<file path="src/rtl/mem_port_sequencer.sv">
// mem_port_sequencer
// Multi-cycle sequencer that shares one single-port memory between instruction
// fetch and data load/store. Each pass fetches the word at pc, lets the core
// decode it, performs the data access if one is needed, then pulses enable so
// the core commits exactly one instruction.
module mem_port_sequencer #(
    parameter int AW = 32,
    parameter int DW = 32,
    parameter int CW = 32
) (
    input  logic          clk,
    input  logic          reset,
    input  logic          run,
    input  logic [AW-1:0] pc,
    input  logic          d_rd,
    input  logic          d_wr,
    input  logic [AW-1:0] d_addr,
    input  logic [DW-1:0] d_wdata,
    output logic [DW-1:0] instr,
    output logic [DW-1:0] rdata,
    output logic          enable,
    output logic          mem_req,
    output logic          mem_we,
    output logic [AW-1:0] mem_addr,
    output logic [DW-1:0] mem_wdata,
    input  logic [DW-1:0] mem_rdata,
    input  logic          mem_ack,
    output logic [CW-1:0] instr_count,
    output logic [CW-1:0] stall_count
);

    typedef enum logic [2:0] {
        S_IDLE   = 3'd0,
        S_FETCH  = 3'd1,
        S_DECIDE = 3'd2,
        S_DATA   = 3'd3,
        S_EXEC   = 3'd4
    } state_t;

    state_t r_state;
    state_t w_state_next;

    logic          w_load_pc;     // capture pc as the next fetch address
    logic          w_load_data;   // capture the data access set-up in DECIDE
    logic          w_fetch_ack;
    logic          w_data_ack;
    logic          w_stalling;

    logic [DW-1:0] r_instr;
    logic [DW-1:0] r_rdata;
    logic          r_mem_we;
    logic [AW-1:0] r_mem_addr;
    logic [DW-1:0] r_mem_wdata;
    logic [CW-1:0] r_instr_count;
    logic [CW-1:0] r_stall_count;

    // Acks only matter while a request is actually outstanding.
    assign w_fetch_ack = (r_state == S_FETCH) && mem_ack;
    assign w_data_ack  = (r_state == S_DATA) && mem_ack;
    assign w_stalling  = (r_state == S_FETCH) || (r_state == S_DECIDE) ||
                         (r_state == S_DATA);

    // State register; reset abandons any outstanding request.
    always_ff @(posedge clk) begin
        if (reset) begin
            r_state <= S_IDLE;
        end else begin
            r_state <= w_state_next;
        end
    end

    // Next-state decode plus the load strobes for the address/control registers.
    always_comb begin
        w_state_next = r_state;
        w_load_pc    = 1'b0;
        w_load_data  = 1'b0;
        case (r_state)
            S_IDLE: begin
                if (run) begin
                    w_state_next = S_FETCH;
                    w_load_pc    = 1'b1;
                end
            end
            S_FETCH: begin
                if (mem_ack) begin
                    w_state_next = S_DECIDE;
                end
            end
            S_DECIDE: begin
                // A store takes priority if the decoder flags both.
                if (d_wr || d_rd) begin
                    w_state_next = S_DATA;
                    w_load_data  = 1'b1;
                end else begin
                    w_state_next = S_EXEC;
                end
            end
            S_DATA: begin
                if (mem_ack) begin
                    w_state_next = S_EXEC;
                end
            end
            S_EXEC: begin
                if (run) begin
                    w_state_next = S_FETCH;
                    w_load_pc    = 1'b1;
                end else begin
                    w_state_next = S_IDLE;
                end
            end
            default: begin
                w_state_next = S_IDLE;
            end
        endcase
    end

    // Memory address/control registers; held constant while a request is open.
    always_ff @(posedge clk) begin
        if (reset) begin
            r_mem_we    <= 1'b0;
            r_mem_addr  <= '0;
            r_mem_wdata <= '0;
        end else if (w_load_pc) begin
            r_mem_we   <= 1'b0;
            r_mem_addr <= pc;
        end else if (w_load_data) begin
            r_mem_we   <= d_wr;
            r_mem_addr <= d_addr;
            if (d_wr) begin
                r_mem_wdata <= d_wdata;
            end
        end
    end

    // Instruction and load-data latches; each changes only on its own ack.
    always_ff @(posedge clk) begin
        if (reset) begin
            r_instr <= '0;
            r_rdata <= '0;
        end else begin
            if (w_fetch_ack) begin
                r_instr <= mem_rdata;
            end
            if (w_data_ack && !r_mem_we) begin
                r_rdata <= mem_rdata;
            end
        end
    end

    // Free-running performance counters; both wrap silently.
    always_ff @(posedge clk) begin
        if (reset) begin
            r_instr_count <= '0;
            r_stall_count <= '0;
        end else begin
            if (r_state == S_EXEC) begin
                r_instr_count <= r_instr_count + CW'(1);
            end
            if (w_stalling) begin
                r_stall_count <= r_stall_count + CW'(1);
            end
        end
    end

    assign enable      = (r_state == S_EXEC);
    assign mem_req     = (r_state == S_FETCH) || (r_state == S_DATA);
    assign mem_we      = r_mem_we;
    assign mem_addr    = r_mem_addr;
    assign mem_wdata   = r_mem_wdata;
    assign instr       = r_instr;
    assign rdata       = r_rdata;
    assign instr_count = r_instr_count;
    assign stall_count = r_stall_count;

endmodule

</file>
<file path="config.mk">
export PLATFORM = sky130hd
export DESIGN_NAME = mem_port_sequencer
export DESIGN_NICKNAME = d
export VERILOG_FILES = /design/src/rtl/mem_port_sequencer.sv
export SDC_FILE = /design/constraint.sdc
export NUM_CORES = 1
export LEC_CHECK = 0
export ABC_AREA = 0
export CORE_MARGIN = 4
export CORE_UTILIZATION = 37
export CTS_BUF_LIST = sky130_fd_sc_hd__clkbuf_4 sky130_fd_sc_hd__clkbuf_8
export DETAILED_ROUTE_END_ITERATION = 7
export PLACE_DENSITY = 0.82
export SLEW_MARGIN = 15
export SYNTH_ARGS = -nofsm -noshare
export SYNTH_HDL_FRONTEND = slang
export SYNTH_SLANG_ARGS = --single-unit
</file>
<file path="constraint.sdc">
create_clock -name clk -period 5 [get_ports clk]
set_clock_uncertainty 0.05 [all_clocks]
set_input_delay 0.5 -clock clk [delete_from_list [all_inputs] [get_ports clk]]
set_output_delay 0.5 -clock clk [all_outputs]
set_load 0.005 [all_outputs]
</file>
==> summary.md, run 1 <==
| Metric | Value |
|---|---|
| RSZ-0062 raised after global routing | `no` |
| Vias per cell | `5.26` |
| Req. time, crit path | `5.25 ns` |
| Critical path data arrival time | `2.86 ns` |
| Post-CTS Resized | `0` |
| CTS Buf Count | `17` |
| CTS root buf | `clkbuf_8` |
| Crit path time final | `about 2.6 ns` |
| Post-synthesis sequential area ratio | `0.482` |
| GR Overflow Total | `0` |
| Vias in the first global route | `7854` |
| Status | `completed` |
| Detailed Place HPWL | `18400 µm` |
| CTS Hold Buffers Added | `0` |
| Ys Warns | `0` |
| Synth Register Bits | `about 200` |
| DRT Wirelength | `25400 µm` |
| Initial core utilization | `0.381` |
| Pleak | `3.93 nW` |
| IO Pins | `329` |
| Initial antenna violation count | `0` |
| Post-synth EDFFs | `0` |
| Hold Fails Final Rpt | `0` |
| Slew margin rel. | `0.224` |
| Mapped cell area | `8130 µm²` |
| CTS tree | `built` |
| Post-CTS setup buffer count | `0` |
| DIE HEIGHT | `156 µm` |
| Ys async rst share | `0` |
| Post-Synthesis Cells | `985` |
| Largest net degree at the start of global routing | `91` |
| CP max FO | `71` |
| Cell accounting for the most synthesized area | `dfxtp_1` |
| Leading cell type by number of instances after synthesis | `nand2_1` |
| Avg Inst Size Synth | `8.26 µm²` |
| Post-DP Area | `11500 µm²` |
| GPL Wtd Cong | `0.833` |
| Clk buf depth | `2` |
| Vias | `between 8k and 9k` |
| Pwr Density | `261 nW/µm²` |
| Crit Path Class | `flip-flop to flip-flop` |
| Max IR drop VDD | `217 µV` |
| DR iter-0 viols | `approximately 470` |
| Top post-synthesis cells by area | `dfxtp_1 (48%), a21oi_1 (11%), nand2_1 (9.9%)` |
| Final non-filler cell total | `1552` |
| Primary FF master, synth | `dfxtp_1` |
| First-pass GRT wire length | `39800 µm` |
| Slew @ Worst Pin | `between 1 and 1.5 ns` |
| ANT cells | `0` |
| Crit path launch type | `flip-flop` |
| Min-delay worst type | `flip-flop to flip-flop` |
| WL per Instance | `16.3 µm` |
| Die width | `156 µm` |
| DP Cell Count | `1519` |
| Cell area after layout | `12000 µm²` |
| Setup TNS Final | `0 ns` |
| Fin crit share | `0.521` |
| DRC errors left | `0` |
| Worst Setup End Kind | `flip-flop` |
| Core footprint | `21400 µm²` |
| Synthesis-to-layout area growth | `47.3%` |
| Max-Cap Viols | `0` |
| Synth cell types | `37` |
| Htree depth | `4` |
| Antenna viol nets, final | `0` |
| Total GRT Usage | `0.198` |
| FMAX | `384 MHz` |
| Fillers | `1906` |
| Nets | `1400` |
| Drt pass-1 iters | `5` |
| Worst-skew pair later-pin latency | `0.45 ns` |
| Post-synth net total | `roughly 1.1k` |
| Slew Viols, Final | `0` |
| R2R Setup Slk | `2.40 ns` |
| Final setup viols | `0` |
| Top-area cell type share of the netlist area | `0.482` |
| Clk slew on worst S/H paths | `0.10 ns` |
| Share of cells above drive strength 1 | `0.0462` |
| Worst-case hold slack | `about 0.4 ns` |
| # rows | `53` |
| Die area | `roughly 24000 µm²` |
| CTS sink count | `196` |
| Port buffer count | `~330` |
| Top post-synthesis cells by count | `nand2_1 (214), dfxtp_1 (196), a21oi_1 (171), clkbuf_1 (66), or3_1 (46)` |
[per-stage QoR]
stage                     setup WS [ns]  total power [W]  utilization
after floorplan                    3.02          0.00183            -
after global placement             2.47          0.00207        0.540
after detailed placement           2.35          0.00208        0.540
after CTS                          2.40          0.00316        0.560
after global routing               2.20          0.00327        0.561
final                              2.40          0.00313        0.561
[state kept, by name, summed over array words and instances (netlist names)]
name,flops
instr_count,32
mem_wdata,32
stall_count,32
mem_we,1
mem_addr,32
rdata,32
r_state,3
instr,32
[cell families (layout without fill, tap and decap cells)]
family | after synthesis | count (layout) | synth area share
xor gates and xnor gates | 19 | 19 | 0.0205
DFF | 196 | 196 | 0.482
buffers and inverters | 87 | 379 | 0.0454
muxes | 38 | 38 | 0.0475
and+or+nand+nor | 397 | 397 | 0.238
adders and majority gates | 2 | 2 | 0.00308
AOI/OAI and AO/OA | 246 | 246 | 0.163
[critical path, cell delays in order, from the launching register on]
cell and delay (ns):
dfxtp_2 0.42, buf_4 0.50, nand2_1 0.27, or3_1 0.84, nand2_1 0.23, a21oi_1 0.09
[layout by cell type, fill, tap and decap left out, types with 5 or more instances in the layout]
master / Yosys / final
a21oi_1: 171 / 171
and3_1: 5 / 5
and4_1: 8 / 8
buf_4: 4 / 8
clkbuf_8: 0 / 17
clkdlybuf4s50_1: 0 / 327
dfxtp_1: 196 / 195
inv_1: 10 / 10
inv_6: 0 / 5
mux2i_1: 33 / 33
nand2_1: 214 / 214
nand3_1: 19 / 19
nand4_1: 21 / 21
nor2_1: 27 / 27
nor2b_1: 6 / 6
nor4_1: 7 / 7
o21ai_0: 43 / 43
o31ai_1: 28 / 28
or3_1: 46 / 45
or4_1: 28 / 28
xnor2_1: 5 / 5
xor2_1: 14 / 14
[layer usage]
layer  up-vias  share of wire  routed length [µm]  global-route usage
met5         -              0                   0                   0
met1      3861           0.40               10100               0.226
met4         0          0.029                 742              0.0653
met3        44          0.079                2000              0.0769
met2       256           0.49               12500               0.340
li1       4005              -                   -                   -
[where the power goes]
part	total, W	switching [W]	internal (W)	leakage, nW
combinational	0.000412	0.000179	0.000234	2.14
sequential	0.00163	0.0000283	0.00161	1.59
clock	0.00109	0.000620	0.000468	0.204
total	0.00313	0.000827	0.00231	3.93
[final timing paths]
check / startpoint / end / depth (start not counted)
max: r_state[0]$_SDFFE_PP0P_ / instr[3]$_SDFFE_PP0P_ / 5
min: instr[27]$_SDFFE_PP0P_ / instr[27]$_SDFFE_PP0P_ / 2
max reg2reg: r_state[0]$_SDFFE_PP0P_ / instr[3]$_SDFFE_PP0P_ / 5
min reg2reg: instr[27]$_SDFFE_PP0P_ / instr[27]$_SDFFE_PP0P_ / 2
[area by class of cell]
type | count | area, µm² | share of cell area
Sequential cell | 196 | 3930 | 0.328
Timing Repair Buffer | 337 | 3370 | 0.281
Multi-Input combinational cell | 702 | 3880 | 0.324
Inverter | 10 | 37.5 | 0.00313
Clock inverter | 15 | 191 | 0.0160
Clock buffer | 17 | 234 | 0.0195
Tap cell | 275 | 344 | 0.0287
Note: power is estimated with default switching activity, not from simulation.
==> run 2: changes to the inputs <==
==> constraint.sdc (replaced) <==
create_clock -name clk -period 2.6 [get_ports clk]
set_clock_uncertainty 0.05 [all_clocks]
set_input_delay 0.26 -clock clk [delete_from_list [all_inputs] [get_ports clk]]
set_output_delay 0.26 -clock clk [all_outputs]
set_load 0.005 [all_outputs]
==> run 2 against run 1 <==
First-iteration DRC count decreased by 25%. Critical path depth decreased by 2. Setup slack got worse by 2.0 ns. Clock power increased by 90%. Routed wire length increased by 1.1%. Flip-flop and latch count unchanged. Core utilization increased by 0.33 points. Final cell count increased by 0.52%. Combinational power increased by 94%. Die area unchanged. Sequential power increased by 93%. Count of clock-buffer cells in the layout unchanged. Critical endpoint is now enable. Largest cell class unchanged. Largest power group unchanged.
==> summary.md, run 2 (same netlist as run 1, synthesis figures left out) <==
| Metric | Value |
|---|---|
| Status | `completed` |
| Post-CTS setup buffer count | `0` |
| Initial core utilization | `0.381` |
| Worst-skew pair later-pin latency | `0.47 ns` |
| R2R Setup Slk | `about 0.42 ns` |
| Area of the multi-input gates | `3880 µm²` |
| CTS tree | `built` |
| Worst-case hold slack | `0.223 ns` |
| Slowest cell delay on critical path | `0.54 ns` |
| ANT cells | `0` |
| Crit path buf inv count | `2` |
| CTS Buf Count | `17` |
| CP delay by family, top | `buffers and inverters` |
| Hold depth | `2` |
| Htree depth | `4` |
| Vias in the first global route | `7805` |
| CP max FO | `9` |
| Worst Setup End Kind | `output port` |
| Slew margin rel. | `0.534` |
| Max-Cap Viols | `0` |
| WL per Instance | `16.4 µm` |
| Nets | `between 1k and 1.5k` |
| Initial antenna violation count | `0` |
| DR iter-0 viols | `between 300 and 400` |
| Core footprint | `21400 µm²` |
| R2R cell count | `4` |
| Crit path max-delay cell type | `clkdlybuf4s50_1` |
| Slew Viols, Final | `0` |
| Die area | `approximately 24000 µm²` |
| FMAX | `approximately 450 MHz` |
| Pwr Density | `498 nW/µm²` |
| Hold Fails Final Rpt | `0` |
| Crit Path Class | `flip-flop to output port` |
| DIE HEIGHT | `156 µm` |
| Capturing point of the worst reg2reg path | `stall_count[28]$_SDFFE_PP0P_` |
| Min-delay src | `reset` |
| RSZ-0062 raised after global routing | `no` |
| Antenna viol nets, final | `0` |
| Post-CTS Resized | `0` |
| Reg-to-reg critical path startpoint | `stall_count[5]$_SDFFE_PP0P_` |
| GPL Wtd Cong | `0.830` |
| # rows | `53` |
| Most frequent cells in the layout | `clkdlybuf4s50_1 (327), nand2_1 (214), dfxtp_1 (195), a21oi_1 (171), or3_1 (46)` |
| Hold Path Sink | `stall_count[3]$_SDFFE_PP0P_` |
| DRC errors left | `0` |
| Fillers | `1932` |
| Setup TNS Final | `0 ns` |
| Min-delay worst type | `input port to flip-flop` |
| Clk slew on worst S/H paths | `0.11 ns` |
| Drt pass-1 iters | `6` |
| Clk buf depth | `2` |
| Vias per cell | `5.20` |
| Commonest non-fill, non-tap cell in the layout | `clkdlybuf4s50_1` |
| Crit path launch type | `flip-flop` |
| CTS sink count | `196` |
| Crit path time final | `between 2 and 2.5 ns` |
| Slew @ Worst Pin | `about 0.7 ns` |
| Die width | `156 µm` |
| IO Pins | `329` |
| Port buffer count | `328` |
| CP cell instances | `nor3b_1 -> buf_4 -> clkdlybuf4s50_1` |
| Share of cells above drive strength 1 | `0.0514` |
| Vias | `8118` |
| Req. time, crit path | `about 2.3 ns` |
| Total GRT Usage | `0.205` |
| Largest net degree at the start of global routing | `84` |
| Max IR drop VDD | `approximately 300 µV` |
| First-pass GRT wire length | `40500 µm` |
| Synthesis-to-layout area growth | `48.2%` |
| DRT Wirelength | `25600 µm` |
| Fin crit share | `0.850` |
| Critical Path Stages | `3` |
| CTS Hold Buffers Added | `0` |
| GR Overflow Total | `0` |
| Detailed Place HPWL | `18600 µm` |
| Final setup viols | `0` |
| CTS root buf | `clkbuf_8` |
| Register Area | `3930 µm²` |
| Critical path data arrival time | `1.90 ns` |
| Pleak | `3.98 nW` |
[run 2: cell type report]
class | count | share of cell area
timing repair buffer | 345 | 0.286
clock buffer | 17 | 0.0194
clock inverter | 15 | 0.0155
inverter | 10 | 0.00311
tap | 275 | 0.0285
multi-input combinational | 702 | 0.322
sequential | 196 | 0.326
[run 2: worst max-delay path by stage]
stage	slack (ns)	from	endpoint
detailed placement	0.46	stall_count[5]$_SDFFE_PP0P_	stall_count[28]$_SDFFE_PP0P_
finish	0.39	r_state[2]$_SDFFE_PP0P_	enable
global placement	0.54	stall_count[5]$_SDFFE_PP0P_	stall_count[28]$_SDFFE_PP0P_
global route	0.24	stall_count[5]$_SDFFE_PP0P_	stall_count[28]$_SDFFE_PP0P_
CTS	0.35	r_state[2]$_SDFFE_PP0P_	enable
floorplan	0.62	stall_count[5]$_SDFFE_PP0P_	stall_count[24]$_SDFFE_PP0P_
[run 2: metal layers]
layer	share of wire	GRT usage	vias up
met5	0	0	-
met4	0.023	0.0674	0
met3	0.095	0.0805	43
met2	0.48	0.343	287
met1	0.40	0.240	3764
li1	-	-	4024
[run 2: report_power, final]
group	internal [W]	switching (W)
clock network	0.000823	0.00124
logic	0.000458	0.000341
registers	0.00309	0.0000543
[run 2: metrics by stage]
stage	cell area, µm²	setup WS [ns]	instances	util	power (W)
floorplan	8130	0.617	985	-	0.00353
global placement	11600	0.540	1528	0.545	0.00400
detailed placement	11600	0.456	1528	0.545	0.00401
CTS	12100	0.352	1560	0.565	0.00608
global route	12100	0.239	1560	0.565	0.00629
finish	12100	0.389	1560	0.565	0.00601
[run 2: worst register-to-register path: stages, from the launching register on]
cell and delay [ns]:
dfxtp_1 0.43, nand4_1 0.15, or4_4 0.67, nor4_1 0.43, mux2_1 0.36
